[config.mk]
export PLATFORM = sky130hd
export DESIGN_NAME = apb4_reg_slave
export DESIGN_NICKNAME = d
export VERILOG_FILES = /design/src/rtl/apb4_reg_slave.sv
export SDC_FILE = /design/constraint.sdc
export NUM_CORES = 1
export LEC_CHECK = 0
export CAP_MARGIN = 5
export CELL_PAD_IN_SITES_DETAIL_PLACEMENT = 0
export CELL_PAD_IN_SITES_GLOBAL_PLACEMENT = 1
export CORE_ASPECT_RATIO = 1.1
export CORE_MARGIN = 10
export CORE_UTILIZATION = 35
export CTS_BUF_LIST = sky130_fd_sc_hd__clkbuf_16
export CTS_CLUSTER_SIZE = 40
export DETAILED_ROUTE_END_ITERATION = 10
export PLACE_DENSITY_LB_ADDON = 0.08
export SYNTH_ARGS = -nofsm -noshare
export SYNTH_HDL_FRONTEND = slang
export SYNTH_SLANG_ARGS = --single-unit
[constraint.sdc]
create_clock -name HCLK -period 21.7 [get_ports HCLK]
set_input_delay 5.425 -clock HCLK [delete_from_list [all_inputs] [get_ports HCLK]]
set_output_delay 5.425 -clock HCLK [all_outputs]
set_load 0.1 [all_outputs]
[src/rtl/apb4_reg_slave.sv]
// APB4 completer holding a bank of 32-bit registers with byte strobes,
// configurable wait states, read-only protection and error signalling.
module apb4_reg_slave #(
  parameter int unsigned          NUM_REGS    = 16,
  parameter logic [31:0]          BASE_ADDR   = 32'h0000_0000,
  parameter int unsigned          WAIT_STATES = 0,
  parameter logic [NUM_REGS-1:0]  RO_MASK     = '0,
  parameter logic [31:0]          RESET_VAL   = 32'h0
) (
  input  logic                     HCLK,
  input  logic                     HRESET,
  input  logic [31:0]              PADDR,
  input  logic [31:0]              PWDATA,
  input  logic                     PWRITE,
  input  logic                     PSEL,
  input  logic                     PENABLE,
  input  logic [3:0]               PSTRB,
  output logic [31:0]              PRDATA,
  output logic                     PREADY,
  output logic                     PSLVERROR,
  output logic [32*NUM_REGS-1:0]   reg_out,
  output logic [7:0]               err_cnt
);

  localparam int          IDXW  = $clog2(NUM_REGS);
  localparam logic [32:0] LIMIT = {1'b0, BASE_ADDR} + (33'(NUM_REGS) << 2);

  typedef enum logic {IDLE, ACCESS} state_e;

  state_e      state_q, state_d;
  logic [3:0]  cnt_q, cnt_d;
  logic [31:0] addr_q, wdata_q;
  logic        write_q;
  logic [3:0]  strb_q;
  logic        latch;
  logic [31:0] regs_q [NUM_REGS];
  logic [31:0] regs_d [NUM_REGS];
  logic [7:0]  errCnt_q, errCnt_d;

  logic [IDXW-1:0] idx;
  logic            addrErr, roHit, accErr, done;
  logic [31:0]     rdSel;

  // The base is 4-byte aligned, so the word index needs only the low address bits.
  assign idx     = addr_q[IDXW+1:2] - BASE_ADDR[IDXW+1:2];
  assign addrErr = (addr_q < BASE_ADDR) || ({1'b0, addr_q} >= LIMIT) || (addr_q[1:0] != 2'b00);

  always_comb begin
    roHit = 1'b0;
    rdSel = '0;
    for (int i = 0; i < NUM_REGS; i++) begin
      if (idx == IDXW'(i)) begin
        roHit = RO_MASK[i];
        rdSel = regs_q[i];
      end
    end
  end

  assign accErr    = addrErr || (write_q && roHit);
  assign PREADY    = (state_q == ACCESS) && (cnt_q == 4'd0);
  assign done      = PREADY && PSEL;
  assign PSLVERROR = PREADY && accErr;
  assign PRDATA    = (PREADY && !write_q && !accErr) ? rdSel : 32'h0;
  assign err_cnt   = errCnt_q;

  always_comb begin
    state_d = state_q;
    cnt_d   = cnt_q;
    latch   = 1'b0;
    unique case (state_q)
      IDLE: begin
        if (PSEL && !PENABLE) begin
          state_d = ACCESS;
          cnt_d   = 4'(WAIT_STATES);
          latch   = 1'b1;
        end
      end
      ACCESS: begin
        // Deselecting mid-transfer abandons it without any side effect.
        if (!PSEL)                state_d = IDLE;
        else if (cnt_q != 4'd0)   cnt_d   = cnt_q - 4'd1;
        else                      state_d = IDLE;
      end
      default: state_d = IDLE;
    endcase
  end

  always_comb begin
    regs_d   = regs_q;
    errCnt_d = errCnt_q;
    if (done && accErr && (errCnt_q != 8'hFF)) errCnt_d = errCnt_q + 8'd1;
    for (int i = 0; i < NUM_REGS; i++) begin
      if (done && write_q && !accErr && (idx == IDXW'(i))) begin
        for (int b = 0; b < 4; b++) begin
          if (strb_q[b]) regs_d[i][8*b +: 8] = wdata_q[8*b +: 8];
        end
      end
    end
  end

  always_ff @(posedge HCLK or posedge HRESET) begin
    if (HRESET) begin
      state_q  <= IDLE;
      cnt_q    <= '0;
      addr_q   <= '0;
      wdata_q  <= '0;
      write_q  <= 1'b0;
      strb_q   <= '0;
      errCnt_q <= '0;
      for (int i = 0; i < NUM_REGS; i++) regs_q[i] <= RESET_VAL;
    end else begin
      state_q  <= state_d;
      cnt_q    <= cnt_d;
      errCnt_q <= errCnt_d;
      regs_q   <= regs_d;
      if (latch) begin
        addr_q  <= PADDR;
        wdata_q <= PWDATA;
        write_q <= PWRITE;
        strb_q  <= PSTRB;
      end
    end
  end

  for (genvar g = 0; g < NUM_REGS; g++) begin : g_out
    assign reg_out[32*g +: 32] = regs_q[g];
  end

endmodule

==> results_dict.tcl <==
set metrics [dict create \
    place_inst 3711 \
    cp.required_ps 16270 \
    drc 0 \
    crit_start "addr_q[5]$_DFFE_PP0P_" \
    vdd_ir_drop_max_mv 0.0918 \
    vias_per_cell 5.64 \
    maxCapViolations 0 \
    holdBufCountCts 0 \
    ys.flop_type "dfrtp_1" \
    maxSlewHeadroom_pct 18.0 \
    drive_gt1_share_pct 30.5 \
    rsz0062_at_grt "false" \
    drt_iter0_drc 1852 \
    regArea_um2 14900 \
    synth_cells 2111 \
    crit_path_start_kind "flip-flop" \
    n_fill_cell 7306 \
    end_kind "primary output" \
    cp_max_fo 32 \
    synth.avg_cell_area_um2 13.8 \
    ctsResizeCount 0 \
    static-leakage-power_nw 17.6 \
    vias 21600 \
    clk_pin_slew_ps 60 \
    core-area_um2 82200 \
    wl_per_cell_um 35.7 \
    hold_viol 0 \
    io-pin-count 627 \
    numCtsBuffers 70 \
    syn_nets 2186 \
    cts-root-buf "clkbuf_16" \
    ys_types 60 \
    cts.sinks 594 \
    cts_tree "done" \
    synth.largest_area_cell "dfrtp_1" \
    synth_top_cell_area_share_pct 51.1 \
    synth_area_leaders "dfrtp_1, mux2_4, mux2_2" \
    p_total_mw 2.92 \
    die_area_um2 95000 \
    fin_skew_ps 23.6 \
    layout.nets 2794 \
    tightest_slew_ps 1230 \
    start_util_pct 35.4 \
    crit_chain "buf_4 > and2_1 > buf_4 > o221ai_1 > o21ai_0 > a2111oi_0 > a2111oi_1 > clkdlybuf4s50_1" \
    hp-class "reg2reg" \
    fin_setup_tns_ps 0 \
    dp_hpwl_um 101000 \
    synth_edf_count 0 \
    fin_cells 3838 \
    antenna_found_initial 4 \
    critPathMostFrequentCell "buf_4" \
    finalWirelength_um 137000 \
    port_buffers 626 \
    cp_top_family "buffers and inverters" \
    crit_slowest_cell "clkdlybuf4s50_1" \
    hp-start "strb_q[1]$_DFFE_PP0P_" \
    final_util_pct 47.0 \
    slowest_delay_ps 1320 \
    core.rowCount 110 \
    async_reset_ff_share_pct 100 \
    ys_seq_elements 594 \
    firstDrtPassIters 5 \
    clock_path_buffers 3 \
    syn_area_um2 29100 \
    syn2layout_area_growth_pct 32.9 \
    min_period_ps 10940 \
    path_class "reg2out" \
    post_cts.repair.setup_buffers 0 \
    drv_slew 0 \
    multi_input_area_um2 13600 \
    die_x_um 295 \
    grt_max_degree 157 \
    ant_nets 0 \
    setup_viol 0 \
    yosysSeqAreaShare_pct 51.1 \
    status "finished, final reports clean" \
    r2r_start "addr_q[3]$_DFFE_PP0P_" \
    track_usage_pct 28.1 \
    die_h_um 322 \
    gp_congestion 0.855 \
    clk_latency_ps 620 \
    grt-ovfl-total 0 \
    yosys_warnings 0 \
    fin_crit_sh_pct 50.4 \
    cts_max_level 3 \
    powerDensity_nw_per_um2 75.6 \
    crit_arrival_ps 5520 \
    path_buf_inv 3 \
    grt_pass1_vias 22700 \
    grt_pass1_wl_um 190000 \
    max_freq_ghz 0.0914 \
]
==> flip-flops by register name, summed over array words and instances, names as in the netlist <==
name	flops
write_q	1
state_q	1
strb_q	4
addr_q	32
reg_out	512
cnt_q	4
wdata_q	32
err_cnt	8
==> layer usage <==
metal	wire, um	global-route usage (%)	part of all wire, %
met4	5400	10.6	3.9
met2	64900	45.9	47
met5	38	0	0.028
met1	54300	34.5	40
met3	12200	8.76	8.9
==> logic make-up after synthesis <==
logic type	count (synthesis)	synth area share (%)
AO/OA/AOI/OAI	375	8.50
XOR/XNOR	9	0.271
multiplexers	658	30.4
buffers and inverters	153	2.44
AND/OR/NAND/NOR	320	7.20
flip-flops	594	51.1
adder cells (fa/ha/maj)	2	0.0861
==> power by group <==
group | leakage, nW | switching (mW) | internal (mW)
clock | 1.12 | 0.491 | 0.652
combinational | 8.36 | 0.351 | 0.145
sequential | 8.13 | 0.137 | 1.15
total | 17.6 | 0.980 | 1.94
==> placed cells by master, fill, tap and decap left out, types with 9 or more instances in the layout <==
master / count
o211ai_1: 12
o221ai_1: 15
a221oi_1: 14
a22o_1: 19
clkdlybuf4s50_1: 623
clkbuf_16: 71
nor3_1: 14
a31oi_1: 20
nor2_4: 9
a21oi_1: 90
inv_1: 32
buf_4: 49
o221a_2: 11
mux2i_1: 43
o22ai_1: 30
nand2_1: 119
nand3_1: 10
o21ai_0: 82
nand2_8: 40
a22oi_1: 36
mux2_4: 320
mux2_2: 271
dfrtp_1: 590
a32oi_1: 9
nor2_1: 73
clkinv_1: 15
mux4_2: 24
==> worst reg2reg max path: stages (launching register included) <==
cell,delay [ps]
dfrtp_4,800
buf_4,560
nand2b_2,260
buf_4,330
nor2_1,690
nand2_1,560
mux2_2,430
==> area by class of cell <==
| class | count | area share [%] |
|---|---|---|
| sequential | 594 | 38.5 |
| multi-input combinational | 1364 | 35.1 |
| timing repair buffer | 673 | 17.1 |
| clock buffer | 71 | 4.60 |
| tap | 1064 | 3.45 |
| clock inverter | 52 | 0.978 |
| inverter | 16 | 0.165 |
| antenna | 4 | 0.0259 |
==> synthesized netlist by cell type, types with 19 or more instances <==
cell / n
a21oi_1: 90
clkbuf_1: 84
nor2_1: 79
o22ai_1: 30
dfrtp_1: 594
o21ai_0: 82
a31oi_1: 20
mux2i_1: 43
a22oi_1: 36
mux2_4: 320
mux4_2: 24
a22o_1: 19
nand2_8: 40
nand2_1: 119
buf_2: 33
mux2_2: 271
==> path summary, 6_finish.rpt <==
check	to	depth (start not counted)	slack [ps]
worst max-delay path	PRDATA[24]	8	10760
worst min-delay path	strb_q[1]$_DFFE_PP0P_	1	500
worst max register to register	reg_out[70]$_DFFE_PP0P_	6	17940
worst min register to register	strb_q[1]$_DFFE_PP0P_	1	500
max in group asynchronous	reg_out[309]$_DFFE_PP0P_	6	12820
min in group asynchronous	reg_out[428]$_DFFE_PP0P_	3	5380
==> stage by stage <==
stage                     area (um2)  hold WS [ps]  setup WS (ps)
final                          38600           499          10760
after global placement         36500           484          11470
after global routing           38600           530          10640
after floorplan                29100           473           8180
after detailed placement       36500           489          11580
after CTS                      38600           502          10900
Note: power is estimated with default switching activity, not from simulation.
